`src/rtl/icache_pkg.sv`:
```
// Shared definitions for the instruction-cache controller: default widths,
// controller state encoding and the saturating-increment helper.
package icache_pkg;

    localparam int unsigned ADDR_WIDTH_DEF  = 32;
    localparam int unsigned DATA_WIDTH_DEF  = 32;
    localparam int unsigned INDEX_WIDTH_DEF = 5;
    localparam int unsigned CTR_WIDTH       = 32;

    typedef enum logic [2:0] {
        IDLE,
        LOOKUP,
        MEM_REQ,
        MEM_WAIT,
        FLUSH
    } state_e;

    // Increment that sticks at all-ones instead of wrapping back to zero.
    function automatic logic [CTR_WIDTH-1:0] sat_inc(input logic [CTR_WIDTH-1:0] value);
        return (&value) ? value : value + CTR_WIDTH'(1);
    endfunction

endpackage

```
`src/rtl/icache_if.sv`:
```
// Bus bundle between the cache controller and its neighbours: CPU fetch port,
// flush control, refill memory port and tag/data storage port.
// The master modport is the controller's view; slave is the environment's.
interface icache_if
    import icache_pkg::*;
#(
    parameter int ADDR_WIDTH  = ADDR_WIDTH_DEF,
    parameter int DATA_WIDTH  = DATA_WIDTH_DEF,
    parameter int INDEX_WIDTH = INDEX_WIDTH_DEF
);
    localparam int TAG_WIDTH = ADDR_WIDTH - INDEX_WIDTH;

    // CPU fetch port
    logic                   cpu_req_valid;
    logic                   cpu_req_ready;
    logic [ADDR_WIDTH-1:0]  cpu_req_addr;
    logic                   cpu_resp_valid;
    logic [DATA_WIDTH-1:0]  cpu_resp_data;

    // Flush control
    logic                   flush_req;
    logic                   flush_done;

    // Refill port towards memory
    logic                   mem_req_valid;
    logic                   mem_req_ready;
    logic [ADDR_WIDTH-1:0]  mem_req_addr;
    logic                   mem_resp_valid;
    logic [DATA_WIDTH-1:0]  mem_resp_data;

    // Tag/data storage port
    logic                   st_compare_en;
    logic [ADDR_WIDTH-1:0]  st_addr;
    logic                   st_hit;
    logic [DATA_WIDTH-1:0]  st_rdata;
    logic                   st_wr_en;
    logic [ADDR_WIDTH-1:0]  st_wr_addr;
    logic [DATA_WIDTH-1:0]  st_wr_data;
    logic [TAG_WIDTH-1:0]   st_wr_tag;
    logic                   st_wr_valid;

    modport master (
        input  cpu_req_valid, cpu_req_addr,
        output cpu_req_ready, cpu_resp_valid, cpu_resp_data,
        input  flush_req,
        output flush_done,
        output mem_req_valid, mem_req_addr,
        input  mem_req_ready, mem_resp_valid, mem_resp_data,
        output st_compare_en, st_addr,
        input  st_hit, st_rdata,
        output st_wr_en, st_wr_addr, st_wr_data, st_wr_tag, st_wr_valid
    );

    modport slave (
        output cpu_req_valid, cpu_req_addr,
        input  cpu_req_ready, cpu_resp_valid, cpu_resp_data,
        output flush_req,
        input  flush_done,
        input  mem_req_valid, mem_req_addr,
        output mem_req_ready, mem_resp_valid, mem_resp_data,
        input  st_compare_en, st_addr,
        output st_hit, st_rdata,
        input  st_wr_en, st_wr_addr, st_wr_data, st_wr_tag, st_wr_valid
    );

endinterface

```
`src/rtl/icache_perf_ctr.sv`:
```
// 32-bit saturating event counter used for the hit and miss statistics.
module icache_perf_ctr
    import icache_pkg::*;
(
    input  logic                 clk,
    input  logic                 reset_n,
    input  logic                 inc,
    output logic [CTR_WIDTH-1:0] count
);

    logic [CTR_WIDTH-1:0] cnt_q;

    // Count one event per cycle when inc is high, holding at the maximum.
    // NOTE: clocked state is always assigned with <= so every flop samples
    // pre-edge values regardless of statement order.
    always_ff @(posedge clk or negedge reset_n) begin
        if (!reset_n) begin
            cnt_q <= '0;
        end else if (inc) begin
            cnt_q <= sat_inc(cnt_q);
        end
    end

    assign count = cnt_q;

endmodule

```
`src/rtl/icache_ctrl.sv`:
```
// Instruction-cache controller: accepts CPU fetches, probes the external
// tag/data storage, refills misses from memory and sweeps the whole index
// space to invalidate it on request. A flush requested while a miss is in
// flight is remembered and started once the refill has been delivered.
module icache_ctrl
    import icache_pkg::*;
#(
    parameter int ADDR_WIDTH  = ADDR_WIDTH_DEF,
    parameter int DATA_WIDTH  = DATA_WIDTH_DEF,
    parameter int INDEX_WIDTH = INDEX_WIDTH_DEF
)(
    input  logic                 clk,
    input  logic                 reset_n,
    icache_if.master             bus,
    output logic [CTR_WIDTH-1:0] hit_count,
    output logic [CTR_WIDTH-1:0] miss_count
);

    localparam int TAG_WIDTH = ADDR_WIDTH - INDEX_WIDTH;

    state_e                  state_q, state_d;
    logic [ADDR_WIDTH-1:0]   req_addr_q, req_addr_d;
    logic [INDEX_WIDTH-1:0]  flush_idx_q, flush_idx_d;
    logic                    flush_pending_q, flush_pending_d;
    logic                    hit_inc;
    logic                    miss_inc;
    logic                    flush_seen;

    // A flush is due either from the live request or from one noted mid-miss.
    assign flush_seen = bus.flush_req || flush_pending_q;

    // State, latched request address, sweep index and deferred-flush flag.
    always_ff @(posedge clk or negedge reset_n) begin
        if (!reset_n) begin
            state_q         <= IDLE;
            req_addr_q      <= '0;
            flush_idx_q     <= '0;
            flush_pending_q <= 1'b0;
        end else begin
            state_q         <= state_d;
            req_addr_q      <= req_addr_d;
            flush_idx_q     <= flush_idx_d;
            flush_pending_q <= flush_pending_d;
        end
    end

    // Next-state decode and all bus outputs for the current state.
    // NOTE: every signal written here gets a default first, so no path can
    // leave one unassigned and infer a latch.
    always_comb begin
        state_d         = state_q;
        req_addr_d      = req_addr_q;
        flush_idx_d     = flush_idx_q;
        flush_pending_d = flush_pending_q;
        hit_inc         = 1'b0;
        miss_inc        = 1'b0;

        bus.cpu_req_ready  = 1'b0;
        bus.cpu_resp_valid = 1'b0;
        bus.cpu_resp_data  = DATA_WIDTH'(0);
        bus.flush_done     = 1'b0;
        bus.mem_req_valid  = 1'b0;
        bus.mem_req_addr   = ADDR_WIDTH'(0);
        bus.st_compare_en  = 1'b0;
        bus.st_addr        = ADDR_WIDTH'(0);
        bus.st_wr_en       = 1'b0;
        bus.st_wr_addr     = ADDR_WIDTH'(0);
        bus.st_wr_data     = DATA_WIDTH'(0);
        bus.st_wr_tag      = TAG_WIDTH'(0);
        bus.st_wr_valid    = 1'b0;

        case (state_q)
            IDLE: begin
                if (flush_seen) begin
                    // Flush wins over a fetch; the CPU sees ready low.
                    state_d     = FLUSH;
                    flush_idx_d = '0;
                end else begin
                    // Ready is masked while reset is held so it reads 0.
                    bus.cpu_req_ready = reset_n;
                    if (bus.cpu_req_valid) begin
                        req_addr_d = bus.cpu_req_addr;
                        state_d    = LOOKUP;
                    end
                end
            end

            LOOKUP: begin
                bus.st_compare_en = 1'b1;
                bus.st_addr       = req_addr_q;
                if (bus.flush_req) flush_pending_d = 1'b1;
                if (bus.st_hit) begin
                    bus.cpu_resp_valid = 1'b1;
                    bus.cpu_resp_data  = bus.st_rdata;
                    hit_inc            = 1'b1;
                    state_d            = IDLE;
                end else begin
                    miss_inc = 1'b1;
                    state_d  = MEM_REQ;
                end
            end

            MEM_REQ: begin
                bus.mem_req_valid = 1'b1;
                bus.mem_req_addr  = req_addr_q;
                if (bus.flush_req) flush_pending_d = 1'b1;
                if (bus.mem_req_ready) state_d = MEM_WAIT;
            end

            MEM_WAIT: begin
                if (bus.flush_req) flush_pending_d = 1'b1;
                if (bus.mem_resp_valid) begin
                    // Fill the line and forward the word in the same cycle.
                    bus.st_wr_en       = 1'b1;
                    bus.st_wr_addr     = req_addr_q;
                    bus.st_wr_data     = bus.mem_resp_data;
                    bus.st_wr_tag      = req_addr_q[ADDR_WIDTH-1:INDEX_WIDTH];
                    bus.st_wr_valid    = 1'b1;
                    bus.cpu_resp_valid = 1'b1;
                    bus.cpu_resp_data  = bus.mem_resp_data;
                    state_d            = IDLE;
                end
            end

            FLUSH: begin
                // One invalidating write per index; flush_req is not looked at
                // here so a held request cannot stretch the sweep.
                bus.st_wr_en   = 1'b1;
                bus.st_wr_addr = ADDR_WIDTH'(flush_idx_q);
                flush_idx_d    = flush_idx_q + INDEX_WIDTH'(1);
                if (&flush_idx_q) begin
                    bus.flush_done  = 1'b1;
                    flush_pending_d = 1'b0;
                    state_d         = IDLE;
                end
            end

            default: begin
                state_d = IDLE;
            end
        endcase
    end

    icache_perf_ctr hit_ctr (
        .clk     (clk),
        .reset_n (reset_n),
        .inc     (hit_inc),
        .count   (hit_count)
    );

    icache_perf_ctr miss_ctr (
        .clk     (clk),
        .reset_n (reset_n),
        .inc     (miss_inc),
        .count   (miss_count)
    );

endmodule

```
`src/flat_wrapper.sv`:
```
// flat-port wrapper written by rule: the top's interface ports become plain ports
module icache_ctrl_flat import icache_pkg::*;
#(
    parameter int ADDR_WIDTH  = ADDR_WIDTH_DEF,
    parameter int DATA_WIDTH  = DATA_WIDTH_DEF,
    parameter int INDEX_WIDTH = INDEX_WIDTH_DEF
)
  (clk, reset_n, hit_count, miss_count, bus_cpu_req_valid, bus_cpu_req_addr, bus_cpu_req_ready, bus_cpu_resp_valid, bus_cpu_resp_data, bus_flush_req, bus_flush_done, bus_mem_req_valid, bus_mem_req_addr, bus_mem_req_ready, bus_mem_resp_valid, bus_mem_resp_data, bus_st_compare_en, bus_st_addr, bus_st_hit, bus_st_rdata, bus_st_wr_en, bus_st_wr_addr, bus_st_wr_data, bus_st_wr_tag, bus_st_wr_valid);
  icache_if #(.ADDR_WIDTH(ADDR_WIDTH), .DATA_WIDTH(DATA_WIDTH), .INDEX_WIDTH(INDEX_WIDTH)) bus_i ();
  input  logic clk;
  input  logic reset_n;
  output logic [CTR_WIDTH-1:0] hit_count;
  output logic [CTR_WIDTH-1:0] miss_count;
  input wire logic [$bits(bus_i.cpu_req_valid)-1:0] bus_cpu_req_valid;
  input wire logic [$bits(bus_i.cpu_req_addr)-1:0] bus_cpu_req_addr;
  output wire logic [$bits(bus_i.cpu_req_ready)-1:0] bus_cpu_req_ready;
  output wire logic [$bits(bus_i.cpu_resp_valid)-1:0] bus_cpu_resp_valid;
  output wire logic [$bits(bus_i.cpu_resp_data)-1:0] bus_cpu_resp_data;
  input wire logic [$bits(bus_i.flush_req)-1:0] bus_flush_req;
  output wire logic [$bits(bus_i.flush_done)-1:0] bus_flush_done;
  output wire logic [$bits(bus_i.mem_req_valid)-1:0] bus_mem_req_valid;
  output wire logic [$bits(bus_i.mem_req_addr)-1:0] bus_mem_req_addr;
  input wire logic [$bits(bus_i.mem_req_ready)-1:0] bus_mem_req_ready;
  input wire logic [$bits(bus_i.mem_resp_valid)-1:0] bus_mem_resp_valid;
  input wire logic [$bits(bus_i.mem_resp_data)-1:0] bus_mem_resp_data;
  output wire logic [$bits(bus_i.st_compare_en)-1:0] bus_st_compare_en;
  output wire logic [$bits(bus_i.st_addr)-1:0] bus_st_addr;
  input wire logic [$bits(bus_i.st_hit)-1:0] bus_st_hit;
  input wire logic [$bits(bus_i.st_rdata)-1:0] bus_st_rdata;
  output wire logic [$bits(bus_i.st_wr_en)-1:0] bus_st_wr_en;
  output wire logic [$bits(bus_i.st_wr_addr)-1:0] bus_st_wr_addr;
  output wire logic [$bits(bus_i.st_wr_data)-1:0] bus_st_wr_data;
  output wire logic [$bits(bus_i.st_wr_tag)-1:0] bus_st_wr_tag;
  output wire logic [$bits(bus_i.st_wr_valid)-1:0] bus_st_wr_valid;
  assign bus_i.cpu_req_valid = bus_cpu_req_valid;
  assign bus_i.cpu_req_addr = bus_cpu_req_addr;
  assign bus_cpu_req_ready = bus_i.cpu_req_ready;
  assign bus_cpu_resp_valid = bus_i.cpu_resp_valid;
  assign bus_cpu_resp_data = bus_i.cpu_resp_data;
  assign bus_i.flush_req = bus_flush_req;
  assign bus_flush_done = bus_i.flush_done;
  assign bus_mem_req_valid = bus_i.mem_req_valid;
  assign bus_mem_req_addr = bus_i.mem_req_addr;
  assign bus_i.mem_req_ready = bus_mem_req_ready;
  assign bus_i.mem_resp_valid = bus_mem_resp_valid;
  assign bus_i.mem_resp_data = bus_mem_resp_data;
  assign bus_st_compare_en = bus_i.st_compare_en;
  assign bus_st_addr = bus_i.st_addr;
  assign bus_i.st_hit = bus_st_hit;
  assign bus_i.st_rdata = bus_st_rdata;
  assign bus_st_wr_en = bus_i.st_wr_en;
  assign bus_st_wr_addr = bus_i.st_wr_addr;
  assign bus_st_wr_data = bus_i.st_wr_data;
  assign bus_st_wr_tag = bus_i.st_wr_tag;
  assign bus_st_wr_valid = bus_i.st_wr_valid;
  icache_ctrl #(.ADDR_WIDTH(ADDR_WIDTH), .DATA_WIDTH(DATA_WIDTH), .INDEX_WIDTH(INDEX_WIDTH)) u_core (.clk(clk), .reset_n(reset_n), .bus(bus_i), .hit_count(hit_count), .miss_count(miss_count));
endmodule
```
`config.mk`:
```
export PLATFORM = sky130hd
export DESIGN_NAME = icache_ctrl_flat
export DESIGN_NICKNAME = d
export VERILOG_FILES = /design/src/rtl/icache_pkg.sv /design/src/rtl/icache_if.sv /design/src/rtl/icache_perf_ctr.sv /design/src/rtl/icache_ctrl.sv /design/src/flat_wrapper.sv
export SDC_FILE = /design/constraint.sdc
export NUM_CORES = 1
export LEC_CHECK = 0
export ABC_AREA = 1
export CORE_ASPECT_RATIO = 2
export CORE_MARGIN = 4
export CORE_UTILIZATION = 25
export CTS_CLUSTER_SIZE = 10
export DETAILED_ROUTE_END_ITERATION = 8
export HOLD_SLACK_MARGIN = 0.05
export SETUP_SLACK_MARGIN = 0.15
export SKIP_CTS_REPAIR_TIMING = 1
export SYNTH_ARGS = -nofsm -noshare
export SYNTH_HDL_FRONTEND = slang
export SYNTH_HIERARCHICAL = 1
export SYNTH_SLANG_ARGS = --single-unit
```
`constraint.sdc`:
```
create_clock -name clk -period 2.6 [get_ports clk]
set_clock_uncertainty 0.05 [all_clocks]
set_input_delay 0.26 -clock clk [delete_from_list [all_inputs] [get_ports clk]]
set_output_delay 0.26 -clock clk [all_outputs]
set_load 0.02 [all_outputs]
```
* Yosys cells after proc, flatten, opt, wreduce, memory -nomap -nowiden *
Index checks and enable logic that the tools add are counted.

cells by class
  equality and inequality tests = 10
  reductions and logical operators = 14
  bitwise logic cells = 3
  add/subtract/negate cells = 3
  muxes and demuxes = 36

operators by type and width
  operator                                                                count
  32-bit 2-to-1 mux                                                       6
  32-bit one-hot mux with 2 select lines                                  2
  32-bit by 1-bit adder with 32-bit output (second input constant)        2
  32-bit AND reduction                                                    2
  27-bit 2-to-1 mux                                                       2
  3-bit 2-to-1 mux                                                        5
  3-bit one-hot mux with 5 select lines                                   1
  1-bit 2-to-1 mux                                                        14
  5-bit one-hot mux with 2 select lines                                   1
  3-bit by 2-bit equality test with 1-bit output (second input constant)  2
  2-bit by 1-bit != test with 1-bit output (second input constant)        3
  1-bit one-hot mux with 2 select lines                                   3
  2-bit AND reduction                                                     3
  3-bit AND reduction                                                     2
  5-bit by 1-bit adder with 5-bit output (second input constant)          1
  5-bit 2-to-1 mux                                                        1
  5-bit AND reduction                                                     1
  2-bit != test (second input constant)                                   2
  4-bit AND reduction                                                     1
  2-bit nonzero test                                                      2
  3-bit by 1-bit equality test with 1-bit output (second input constant)  1
  3-bit equality test (second input constant)                             1
  3-bit logical NOT                                                       1
  3-bit by 2-bit != test with 1-bit output (second input constant)        1
  4 further kinds                                                         6

storage, ports and cells
  register bits after elaboration = 105
  logic and storage cells = 72
  output and inout bits = 258

* Depth between registers and ports, before layout *
Gate-level depths: netlist of the first run.

  depth in word-level cells = 4
  depth in mapped cells = 14
  gate-level depth less buffers = 13

* Modules after synthesis *
Netlist of the first run, hierarchy kept.

by module, submodules not included
  module           area an instance (µm²)  sequential area each (µm²)  times used  cells an instance
  icache_perf_ctr  2148.3                  800.8                       2           340
  icache_ctrl      2896.5                  1026.0                      1           492

* Least setup slack after synthesis of the first run *
No wires, ideal clock.

  path type = register -> register
  start = reg u_core.state_q[1]
  end = reg u_core.hit_ctr.cnt_q[28], in the netlist u_core/hit_ctr/count[28]
  clock period less this slack = 2.115 ns
  setup time = 0.118 ns
  stages on the path, launching flop included = 14
  arrival = 1.948 ns
  required time = 2.432 ns
  path buffers = 1
  path slack = 0.485 ns
  cells stage by stage = dfrtp_1 > nor3_2 > nand2_1 > inv_2 > buf_4 > nand2_1 > nor2_1 > nand3_1 > inv_1 > nand2_1 > nor2_1 > nand2_1 > nand2_1 > nand2_1

on the way
  word-level cells in the longest chain between the ends = 3

ends and longest elaborated chain
  item                                            RTL line               RTL
  from (decl)                                     icache_ctrl.sv:21      state_e state_q, state_d;
  from (signal assigned)                          icache_ctrl.sv:40      state_q <= state_d;
  3-bit by 1-bit equality test with 1-bit output  icache_ctrl.sv:72      case (state_q)
  1-bit 2-to-1 mux                                icache_ctrl.sv:72
  named net u_core.hit_inc                        icache_ctrl.sv:25      logic hit_inc;
  2-bit AND reduction (no line)                   --
  to (signal assigned)                            icache_perf_ctr.sv:20  cnt_q <= sat_inc(cnt_q);
  to (decl)                                       icache_perf_ctr.sv:11  logic [CTR_WIDTH-1:0] cnt_q;

The timed path passes the listed nets, and every way through them passes these cells.
A chain may end at the register's enable or synchronous reset.

* Worst setup path after layout of the first run *
  start = reg u_core.state_q[1]
  end = out bus_st_wr_addr[15]

on the way
  word-level cells in the longest chain between the ends = 2

ends and longest elaborated chain
  item                                                                                          RTL line            RTL
  3-bit equality test / 3-bit by 2-bit equality test with 1-bit output (equally long branches)  icache_ctrl.sv:72
  32-bit one-hot mux with 2 select lines *                                                      icache_ctrl.sv:72
  to (decl)                                                                                     flat_wrapper.sv:31  output wire logic [$bits(bus_i.st_wr_addr)-1:0] bus_st_wr_addr;

Mark *: on every way between the ends. The rest lies on a longest branch, timed or not.

==> results of run 1 <==
-- cell families (layout without fill, tap and decap cells) --
logic type | after synthesis | in the layout | share of synthesized area [%]
DFF | 105 | 105 | 36.5
AOI/OAI and AO/OA | 80 | 80 | 5.67
and+or+nand+nor | 778 | 778 | 43.9
buffers and inverters | 185 | 537 | 10.7
adders and majority gates | 4 | 4 | 0.696
xor gates and xnor gates | 20 | 20 | 2.44
-- registers in the layout (all words and copies together), names as in the netlist --
| signal | count |
|---|---|
| u_core/req_addr_q | 32 |
| u_core/state_q | 3 |
| u_core/miss_ctr/count | 32 |
| u_core/hit_ctr/count | 32 |
| u_core/flush_pending_q | 1 |
| u_core/flush_idx_q | 5 |
-- metal layers --
metal  wire length [um]  vias to the layer above
li1                   -                     4222
met1              10500                     3964
met2              17000                      365
met3               2110                       50
met4               1100                        0
met5                  0                        -
-- worst max-delay path, stage by stage (launching register included) --
cell	delay [ps]
dfrtp_1	480
nand2_1	100
nor2_2	160
nand2_4	180
nor2_1	150
clkdlybuf4s50_1	620
-- cell usage after synthesis (all sizes together) --
cell,instances,share of area [%]
nor3,3,0.28
nand3b,21,2.2
a21oi,35,2.4
o21ai,39,2.7
inv,145,7.6
xnor2,10,1.2
nand4,10,0.87
ha,4,0.70
xor2,10,1.2
clkbuf,10,0.52
nand2,419,22
o22ai,6,0.52
nor2,291,16
dfrtp,105,37
buf,30,2.6
nand3,34,2.8
-- worst max-delay path by stage --
stage / end / cells after the start
detailed placement: bus_cpu_resp_data[7] / 5
global placement: bus_st_wr_tag[9] / 5
finish: bus_st_wr_addr[15] / 5
global route: bus_st_wr_data[24] / 5
floorplan: u_core/hit_ctr/count[28] / 13
CTS: bus_cpu_resp_data[21] / 7
-- per-stage QoR --
| step | power, W | instances | instance area [sq um] | setup slack [ps] | util (%) |
|---|---|---|---|---|---|
| global route | 0.00522 | 1880 | 12000 | 88.1 | 42.3 |
| detailed placement | 0.00358 | 1863 | 11200 | 224 | 39.6 |
| finish | 0.00488 | 1880 | 12000 | 230 | 42.3 |
| floorplan | 0.00287 | 1172 | 7190 | 485 | - |
| CTS | 0.00499 | 1879 | 11500 | -141 | 40.6 |
| global placement | 0.00355 | 1863 | 11200 | 276 | 39.6 |
-- area by class of cell --
| cell class | instances | share of cell area [%] |
|---|---|---|
| Timing Repair Buffer | 376 | 35.5 |
| Multi-Input combinational cell | 882 | 31.9 |
| Sequential cell | 105 | 22.0 |
| Inverter | 145 | 4.55 |
| Tap cell | 356 | 3.72 |
| Clock buffer | 11 | 2.03 |
| Clock inverter | 5 | 0.335 |
-- power groups by stage --
stage	Combinational (W)	Sequential [W]	Clock, W
floorplan	0.000754	0.00211	0
global placement	0.00143	0.00212	0
detailed placement	0.00146	0.00212	0
CTS	0.00146	0.00209	0.00143
global route	0.00159	0.00213	0.00149
finish	0.00143	0.00209	0.00136
-- cell usage in the layout, fill, tap and decap left out, types with 5 or more instances in the layout --
master / n
inv_1: 140
nand3b_1: 21
dlymetal6s2s_1: 181
nand3_1: 30
buf_12: 6
o21ai_0: 32
nand4_1: 10
xor2_1: 10
clkdlybuf4s50_1: 178
a21oi_1: 35
clkbuf_16: 9
o22ai_1: 6
buf_4: 10
xnor2_1: 10
inv_2: 5
nand2_1: 413
o21ai_1: 7
nor2_1: 285
dfrtp_1: 105
==> impl_metrics.env, run 1 <==
export IMPL_tns_ps=0
export IMPL_layout_min_cycle_time_ps=2370
export IMPL_wire_per_inst_um=16.3
export IMPL_vias=8601
export IMPL_ys_types=28
export IMPL_r2r_start="u_core/state_q[1]"
export IMPL_use_met2_pct=36.7
export IMPL_io_pins=361
export IMPL_ys_seq_area_share_pct=36.5
export IMPL_vias_per_cell=4.58
export IMPL_antenna_found_initial=0
export IMPL_whs_ps=422
export IMPL_rrSetupSlack_ps=420
export IMPL_track_usage_pct=19.1
export IMPL_p_per_area_nw_per_um2=408
export IMPL_placement_io_buffers=360
export IMPL_grt_overflow=0
export IMPL_r2r_end="u_core/miss_ctr/count[28]"
export IMPL_n_antenna_cell=0
export IMPL_status="completed"
export IMPL_startpoint="u_core/state_q[1]"
export IMPL_postSynthAreaPerCell_sq_um=6.14
export IMPL_die_w_um=128
export IMPL_gp_congestion=0.938
export IMPL_clock_sinks=105
export IMPL_rows=87
export IMPL_switching_share_pct=35.8
export IMPL_reg2reg_depth=12
export IMPL_holdPathEnd="u_core/req_addr_q[12]"
export IMPL_power_frac_comb_pct=29.2
export IMPL_multi_input_area_sq_um=3810
export IMPL_fp_dieArea_sq_um=31700
export IMPL_netlist_area_sq_um=7190
export IMPL_grt_use_met1_pct=19.5
export IMPL_setup_viol=0
export IMPL_rsz0062_at_grt="yes"
export IMPL_cp_max_fo=18
export IMPL_layout_drive_gt1_share_pct=3.48
export IMPL_ctsRootBufferMaster="clkbuf_16"
export IMPL_start_kind="flip-flop"
export IMPL_place_detailed_hpwl_um=24400
export IMPL_grt_pass1_vias=8685
export IMPL_dr_pass1_iters=7
export IMPL_fillers=2890
export IMPL_insertion_delay_ps=360
export IMPL_intPower_w=0.00313
export IMPL_wirelength_um=30700
export IMPL_seqPwrFrac_pct=42.9
export IMPL_min_path_cells=3
export IMPL_p_leak_nw=8.67
export IMPL_max_freq_mhz=422
export IMPL_synth_cells=1172
export IMPL_pwr_share_clk_pct=27.9
export IMPL_crit_type="reg -> out"
export IMPL_ant_nets=0
export IMPL_drc_errors=0
export IMPL_critPathArrivalTime_ps=2060
export IMPL_grt_max_degree=106
export IMPL_hold_class="in -> reg"
export IMPL_die_h_um=248
export IMPL_hold_violations=0
export IMPL_dr_first_iter_drc_count=425
export IMPL_busiest_layer="met2"
export IMPL_hold_start="bus_cpu_req_addr[12]"
export IMPL_max_cap_viol_count=0
export IMPL_path_clk_slew_ps=70
export IMPL_core_area_sq_um=28300
export IMPL_ir_drop_mv=0.312
export IMPL_grt_pass1_wl_um=47200
export IMPL_ys_ff_latch=105
export IMPL_cts_buffers=9
export IMPL_syn_to_final_growth_pct=66.4
export IMPL_cts_htree_levels=3
export IMPL_slew_violations=0
export IMPL_synth_nets=1279
export IMPL_grtUsageMet3_pct=4.11
export IMPL_required_ps=2290
export IMPL_cts_buffer_depth=2
export IMPL_fin_nets=1626
export IMPL_crit_path_end_kind="output pin"
export IMPL_start_util_pct=25.4
export IMPL_slew_limit_headroom_pct=57.0
export IMPL_fin_crit_sh_pct=91.2
export IMPL_cts_tree="done"
export IMPL_register_area_sq_um=2630
export IMPL_power_switching_w=0.00175
export IMPL_ys_warn_count=6
export IMPL_tightestPinTransition_ps=645
(Power assumes the default switching activity.)
==> run 2, diff against run 1 <==
- CTS_CLUSTER_SIZE: 10 -> 40
==> results of run 2 <==
Same layout as run 1: the final DEF is identical, and so are final timing and power.
